### src/rtl/mips_multicycle_cpu_if.sv
// Observation bus of the multicycle MIPS core: PC and the data-memory write port.
interface mips_multicycle_cpu_if;
  logic [31:0] pc;
  logic [31:0] dataaddr;
  logic [31:0] writedata;
  logic        memwrite;

  modport master (output pc, dataaddr, writedata, memwrite);
  modport slave  (input  pc, dataaddr, writedata, memwrite);
endinterface

### src/rtl/mips_multicycle_cpu.sv
// Multicycle 32-bit MIPS core with a unified word memory and one shared ALU.
// Memory image is preloaded by the environment through the `mem` array.
module mips_multicycle_cpu #(
  parameter logic [31:0] PC_START  = 32'h0000_0000,
  parameter int          MEM_WORDS = 64
) (
  input  logic                  clk,
  input  logic                  reset,
  mips_multicycle_cpu_if.master bus
);
  localparam int AW = $clog2(MEM_WORDS);

  localparam logic [5:0] OP_RTYPE = 6'h00, OP_J = 6'h02, OP_BEQ = 6'h04, OP_BNE = 6'h05,
                         OP_ADDI = 6'h08, OP_ANDI = 6'h0c, OP_ORI = 6'h0d,
                         OP_LW = 6'h23, OP_SW = 6'h2b;
  localparam logic [5:0] F_ADD = 6'h20, F_SUB = 6'h22, F_AND = 6'h24, F_OR = 6'h25, F_SLT = 6'h2a;

  typedef enum logic [3:0] {
    S_FETCH, S_DECODE, S_MEMADR, S_MEMRD, S_MEMWB, S_MEMWR,
    S_RTEX, S_RTWB, S_IMMEX, S_IMMWB, S_BRANCH, S_JUMP
  } state_t;
  typedef enum logic [2:0] {ALU_ADD, ALU_SUB, ALU_AND, ALU_OR, ALU_SLT} alu_op_t;

  state_t      state_q, state_d;
  logic [31:0] pc_q, pc_d, ir_q, ir_d, a_q, a_d, b_q, b_d;
  logic [31:0] aluout_q, aluout_d, mdr_q, mdr_d, bta_q, bta_d;
  logic        memwrite_q, memwrite_d;

  logic [31:0] mem [MEM_WORDS];
  logic [31:0] rf  [32];

  logic [5:0]  op, funct;
  logic [4:0]  rs, rt, rd;
  logic [31:0] sext, zext, mem_rdata, rf_rd1, rf_rd2;
  logic [AW-1:0] mem_idx;
  logic        rf_we;
  logic [4:0]  rf_wa;
  logic [31:0] rf_wd;
  alu_op_t     alu_op;
  logic [31:0] alu_b, alu_y;

  assign op     = ir_q[31:26];
  assign rs     = ir_q[25:21];
  assign rt     = ir_q[20:16];
  assign rd     = ir_q[15:11];
  assign funct  = ir_q[5:0];
  assign sext   = {{16{ir_q[15]}}, ir_q[15:0]};
  assign zext   = {16'h0000, ir_q[15:0]};
  wire unused_shamt = ^ir_q[10:6];

  assign mem_idx   = (state_q == S_FETCH) ? pc_q[AW+1:2] : aluout_q[AW+1:2];
  assign mem_rdata = mem[mem_idx];
  assign rf_rd1    = (rs == 5'd0) ? 32'h0 : rf[rs];
  assign rf_rd2    = (rt == 5'd0) ? 32'h0 : rf[rt];

  always_comb begin
    alu_op = ALU_ADD;
    alu_b  = sext;
    if (state_q == S_RTEX) begin
      alu_b = b_q;
      case (funct)
        F_SUB:   alu_op = ALU_SUB;
        F_AND:   alu_op = ALU_AND;
        F_OR:    alu_op = ALU_OR;
        F_SLT:   alu_op = ALU_SLT;
        default: alu_op = ALU_ADD;
      endcase
    end else if (state_q == S_IMMEX) begin
      case (op)
        OP_ANDI: begin alu_op = ALU_AND; alu_b = zext; end
        OP_ORI:  begin alu_op = ALU_OR;  alu_b = zext; end
        default: alu_op = ALU_ADD;
      endcase
    end
    case (alu_op)
      ALU_SUB: alu_y = a_q - alu_b;
      ALU_AND: alu_y = a_q & alu_b;
      ALU_OR:  alu_y = a_q | alu_b;
      ALU_SLT: alu_y = {31'h0, $signed(a_q) < $signed(alu_b)};
      default: alu_y = a_q + alu_b;
    endcase
  end

  always_comb begin
    state_d    = state_q;
    pc_d       = pc_q;
    ir_d       = ir_q;
    a_d        = a_q;
    b_d        = b_q;
    aluout_d   = aluout_q;
    mdr_d      = mdr_q;
    bta_d      = bta_q;
    memwrite_d = 1'b0;
    rf_we      = 1'b0;
    rf_wa      = rt;
    rf_wd      = aluout_q;
    case (state_q)
      S_FETCH: begin
        ir_d    = mem_rdata;
        pc_d    = pc_q + 32'd4;
        state_d = S_DECODE;
      end
      S_DECODE: begin
        a_d   = rf_rd1;
        b_d   = rf_rd2;
        bta_d = pc_q + {sext[29:0], 2'b00};
        case (op)
          OP_LW, OP_SW:            state_d = S_MEMADR;
          OP_RTYPE:                state_d = (funct inside {F_ADD, F_SUB, F_AND, F_OR, F_SLT})
                                             ? S_RTEX : S_FETCH;
          OP_ADDI, OP_ANDI, OP_ORI: state_d = S_IMMEX;
          OP_BEQ, OP_BNE:          state_d = S_BRANCH;
          OP_J:                    state_d = S_JUMP;
          default:                 state_d = S_FETCH;
        endcase
      end
      S_MEMADR: begin
        aluout_d = alu_y;
        if (op == OP_SW) begin
          state_d    = S_MEMWR;
          memwrite_d = 1'b1;
        end else begin
          state_d = S_MEMRD;
        end
      end
      S_MEMRD: begin mdr_d = mem_rdata; state_d = S_MEMWB; end
      S_MEMWB: begin rf_we = 1'b1; rf_wd = mdr_q; state_d = S_FETCH; end
      S_MEMWR: state_d = S_FETCH;
      S_RTEX:  begin aluout_d = alu_y; state_d = S_RTWB; end
      S_RTWB:  begin rf_we = 1'b1; rf_wa = rd; state_d = S_FETCH; end
      S_IMMEX: begin aluout_d = alu_y; state_d = S_IMMWB; end
      S_IMMWB: begin rf_we = 1'b1; state_d = S_FETCH; end
      S_BRANCH: begin
        // beq takes on equal, bne on unequal
        if ((a_q == b_q) ^ (op == OP_BNE)) pc_d = bta_q;
        state_d = S_FETCH;
      end
      S_JUMP: begin
        pc_d    = {pc_q[31:28], ir_q[25:0], 2'b00};
        state_d = S_FETCH;
      end
      default: state_d = S_FETCH;
    endcase
  end

  always_ff @(posedge clk) begin
    if (reset) begin
      state_q    <= S_FETCH;
      pc_q       <= PC_START;
      ir_q       <= '0;
      a_q        <= '0;
      b_q        <= '0;
      aluout_q   <= '0;
      mdr_q      <= '0;
      bta_q      <= '0;
      memwrite_q <= 1'b0;
    end else begin
      state_q    <= state_d;
      pc_q       <= pc_d;
      ir_q       <= ir_d;
      a_q        <= a_d;
      b_q        <= b_d;
      aluout_q   <= aluout_d;
      mdr_q      <= mdr_d;
      bta_q      <= bta_d;
      memwrite_q <= memwrite_d;
    end
  end

  always_ff @(posedge clk) begin
    if (reset)                              rf[0]     <= '0;
    else if (rf_we && (rf_wa != 5'd0))      rf[rf_wa] <= rf_wd;
  end

  // Reset landing on the MEMWR edge cancels the store.
  always @(posedge clk) begin
    if (memwrite_q && !reset) mem[aluout_q[AW+1:2]] <= b_q;
  end

  assign bus.pc        = pc_q;
  assign bus.dataaddr  = aluout_q;
  assign bus.writedata = b_q;
  assign bus.memwrite  = memwrite_q;
endmodule

### src/flat_wrapper.sv
// flat-port wrapper written by rule: the top's interface ports become plain ports
module mips_multicycle_cpu_flat 
#(
  parameter logic [31:0] PC_START  = 32'h0000_0000,
  parameter int          MEM_WORDS = 64
)
  (clk, reset, bus_pc, bus_dataaddr, bus_writedata, bus_memwrite);
  mips_multicycle_cpu_if bus_i ();
  input  logic clk;
  input  logic reset;
  output wire logic [$bits(bus_i.pc)-1:0] bus_pc;
  output wire logic [$bits(bus_i.dataaddr)-1:0] bus_dataaddr;
  output wire logic [$bits(bus_i.writedata)-1:0] bus_writedata;
  output wire logic [$bits(bus_i.memwrite)-1:0] bus_memwrite;
  assign bus_pc = bus_i.pc;
  assign bus_dataaddr = bus_i.dataaddr;
  assign bus_writedata = bus_i.writedata;
  assign bus_memwrite = bus_i.memwrite;
  mips_multicycle_cpu #(.PC_START(PC_START), .MEM_WORDS(MEM_WORDS)) u_core (.clk(clk), .reset(reset), .bus(bus_i));
endmodule
### config.mk
export PLATFORM = sky130hd
export DESIGN_NAME = mips_multicycle_cpu_flat
export DESIGN_NICKNAME = d
export VERILOG_FILES = /design/src/rtl/mips_multicycle_cpu_if.sv /design/src/rtl/mips_multicycle_cpu.sv /design/src/flat_wrapper.sv
export SDC_FILE = /design/constraint.sdc
export NUM_CORES = 2
export LEC_CHECK = 0
export CELL_PAD_IN_SITES_DETAIL_PLACEMENT = 0
export CELL_PAD_IN_SITES_GLOBAL_PLACEMENT = 2
export CORE_MARGIN = 3
export CORE_UTILIZATION = 48
export DETAILED_ROUTE_END_ITERATION = 8
export PLACE_DENSITY = 0.82
export SLEW_MARGIN = 30
export SYNTH_ARGS = -nofsm -noshare
export SYNTH_HDL_FRONTEND = slang
export SYNTH_SLANG_ARGS = --single-unit
### constraint.sdc
create_clock -name clk -period 7.03 [get_ports clk]
set_clock_uncertainty 0.1 [all_clocks]
set_input_delay 1.406 -clock clk [delete_from_list [all_inputs] [get_ports clk]]
set_output_delay 1.406 -clock clk [all_outputs]
set_load 0.01 [all_outputs]
==> flow_summary_export.csv <==
group,metric,value,unit
worst_setup_path,crit_path_max_incr_delay,0.81,ns
clock_tree,cts_tree,"yes",
global_route,grt_max_degree,129,
timing,drv_slew,0,
power,p_leak,54.3,nW
power,max-vdd-ir-drop,289,uV
detailed_routing,antenna_left,0,
timing,max_freq,0.174,GHz
yosys,syn_avg_cell_area,14.3,um^2
timing,fin_tns_setup,0,ns
place,dp_cells,13800,
timing,tightest_slew,1.13,ns
global_route,grt_pass1_vias,89700,
worst_setup_path,critical_path.cell_chain,"nand2b_1 > nand2b_1 > buf_4 > nand2_1 > nand2_1 > inv_1 > ha_1 > o21ai_0 > inv_1 > a211o_1 > a211oi_1 > o21ai_0 > o41ai_1 > o21ai_0 > xor2_1 > a221oi_1 > nor2_1",
timing,finalSetupViolCount,0,
cells_and_area,utilization,0.548,
cells_and_area,drive_gt1_frac,0.175,
worst_setup_path,rr_endpoint,"u_core.bus.dataaddr[27]$_SDFFE_PP0N_",
floorplanning,rows,200,
timing,holdWs,0.354,ns
floorplanning,start_util,0.484,
worst_hold_path,hold_end,"u_core.bta_q[1]$_SDFFE_PP0P_",
worst_setup_path,r2r_slack,1.27,ns
yosys,ys_seq_area_frac,0.674,
worst_setup_path,arrival,6.46,ns
timing,hold_violations,0,
timing,rsz0062_at_grt,"no",
floorplanning,die_w,554,um
detailed_routing,drtIter0Drc,12100,
floorplanning,die-area,0.307,mm^2
detailed_routing,routed_wl,471000,um
clock_tree,cts_root_buf,"clkbuf_16",
floorplanning,io_pins,99,
cells_and_area,finish.net_count,10300,
yosys,synthCells,10000,
cells_and_area,layout.cells.non_filler,14400,
worst_setup_path,crit_required,7.74,ns
cells_and_area,syn_to_final_growth,13.3,%
worst_hold_path,holdCritStartpoint,"u_core.bta_q[1]$_SDFFE_PP0P_",
power,p_per_area,378,mW/mm^2
worst_hold_path,holdPathStages,2,
yosys,synth_nets,10200,
global_route,track_usage,0.302,
clock_tree,cts_hold_buffers,0,
worst_setup_path,end_kind,"flop",
clock_tree,cts.sinks,3311,
worst_setup_path,crit_family,"compound AO/OA/AOI/OAI gates",
worst_setup_path,reg2reg_depth,17,
cells_and_area,final_cell_mix,"3072 x edfxtp_1, 2094 x nand2_1, 731 x nand3_1, 708 x mux4_2, 370 x nor2_1",
worst_setup_path,cp_common_cell,"o21ai_0",
timing,period_share,0.819,
worst_setup_path,critPathKind,"reg2reg",
worst_setup_path,critical_path_buf_inv_count,3,
flow_run,maxCapViolCount,0,
detailed_routing,wl_per_cell,32.7,um
yosys,ys_async_sr_fraction,0,
clock_tree,path_clk_slew,0.06,ns
yosys,yosys_warnings,0,
place,placed_area,0.151,mm^2
timing,period_needed,5.76,ns
place,hpwl,283000,um
detailed_routing,drc,0,
timing,max_slew_margin,0.239,
yosys,syn_area,0.144,mm^2
global_route,antenna_found_initial,26,
floorplanning,die_h,554,um
floorplanning,design.core.area,0.298,mm^2
worst_setup_path,cp-start-kind,"flop",
worst_setup_path,slowest_stage,"dfxtp_1",
place,portBuffers,98,
cells_and_area,fillers,23700,
clock_tree,ctsResizeCount,0,
clock_tree,cts_buffer_depth,4,
run_status,status,"finished, final reports clean",
global_route,grt_pass1_wl,666000,um
yosys,ys_ff_latch,3311,
cells_and_area,final_common_cell,"edfxtp_1",
yosys,synthDistinctLibCells,92,
global_route,grt_overflow,0,
detailed_routing,vias_per_cell,6.42,
detailed_routing,first_pass_iters,6,
clock_tree,clk_latency,0.97,ns
worst_setup_path,reg2reg_from,"u_core.state_q[0]$_SDFF_PP0_",
worst_hold_path,hold_path_class,"reg2reg",
yosys,synth-edff-count,3072,
cells_and_area,fin_area,0.163,mm^2
worst_setup_path,crit_fanout,19,
detailed_routing,vias,92600,
clock_tree,postCtsSetupRepairBufs,0,
place,globalplace.congestion,0.926,
yosys,ys.flop_type,"edfxtp_1",
clock_tree,cts_made_buffers,348,
clock_tree,htree_levels,5,
[stage by stage]
| stage | setup WS (ns) | total power (W) |
|---|---|---|
| after floorplan | 2.05 | 0.0357 |
| after global placement | 1.36 | 0.0431 |
| after detailed placement | 1.43 | 0.0433 |
| after CTS | 1.38 | 0.0618 |
| after global routing | 0.958 | 0.0640 |
| final | 1.27 | 0.0617 |
[where the power goes]
part | internal [W] | switching [W]
Sequential | 0.0227 | 0.00132
Clock | 0.0106 | 0.00799
Combinational | 0.00662 | 0.0125
[worst min-delay path: stages, from the launching register on]
cell     delay [ns]
dfxtp_1        0.31
nand2_1        0.05
a21oi_1        0.05
[worst max-delay path by stage]
stage | start | endpoint | depth (start not counted)
after global routing | u_core.state_q[0]$_SDFF_PP0_ | u_core.bus.dataaddr[27]$_SDFFE_PP0N_ | 17
after detailed placement | u_core.state_q[0]$_SDFF_PP0_ | u_core.bus.dataaddr[27]$_SDFFE_PP0N_ | 17
after CTS | u_core.state_q[0]$_SDFF_PP0_ | u_core.bus.dataaddr[27]$_SDFFE_PP0N_ | 17
final | u_core.state_q[0]$_SDFF_PP0_ | u_core.bus.dataaddr[27]$_SDFFE_PP0N_ | 17
after global placement | u_core.state_q[0]$_SDFF_PP0_ | u_core.bus.dataaddr[27]$_SDFFE_PP0N_ | 17
after floorplan | reset | u_core.rf[4][0]$_DFFE_PP_ | 4
[layer usage]
metal	wire [um]	global-route usage
met1	177000	0.403
met2	225000	0.487
met3	44800	0.0523
met4	24600	0.136
met5	51	0
[registers in the layout (all words and copies together), names as in the netlist, named ones only]
register              flops
u_core.bta_q             32
u_core.ir_q              32
u_core.mem             2048
u_core.rf              1024
u_core.bus.dataaddr      32
u_core.a_q               32
u_core.mdr_q             32
u_core.bus.memwrite       1
u_core.state_q            4
u_core.bus.pc            32
u_core.bus.writedata     32
[Yosys cell counts, types with 41 or more instances]
master / n / area share
nor3_1: 41 / 0.0014
a311oi_1: 212 / 0.013
ha_1: 127 / 0.011
mux2i_1: 102 / 0.0071
nor2_1: 471 / 0.012
a211oi_1: 45 / 0.0023
edfxtp_1: 3072 / 0.64
buf_2: 165 / 0.0057
mux4_2: 708 / 0.11
nand3_1: 731 / 0.025
buf_1: 117 / 0.0030
xor2_1: 45 / 0.0027
dfxtp_1: 239 / 0.033
clkbuf_1: 374 / 0.0097
inv_1: 107 / 0.0028
and3_1: 162 / 0.0070
o21ai_0: 142 / 0.0049
nand2_1: 2097 / 0.055
a31oi_1: 133 / 0.0058
a21oi_1: 321 / 0.011
[layout make-up]
class / count / area, um^2 / share of cell area
multi-input combinational: 5938 / 44800 / 0.275
clock buffer: 433 / 9230 / 0.0566
tap: 3939 / 4930 / 0.0302
clock inverter: 205 / 2250 / 0.0138
antenna: 7 / 17.5 / 0.000107
timing repair buffer: 467 / 4340 / 0.0266
sequential: 3311 / 97100 / 0.596
inverter: 108 / 405 / 0.00249
[cell families after synthesis]
| logic type | count (synthesis) | share of synthesized area |
|---|---|---|
| simple gates | 3679 | 0.109 |
| flops | 3311 | 0.674 |
| compound gates | 1247 | 0.0602 |
| mux | 818 | 0.119 |
| buf+inv | 791 | 0.0229 |
| fa+ha+maj | 130 | 0.0115 |
| xor+xnor | 64 | 0.00389 |
(Power assumes the default switching activity.)
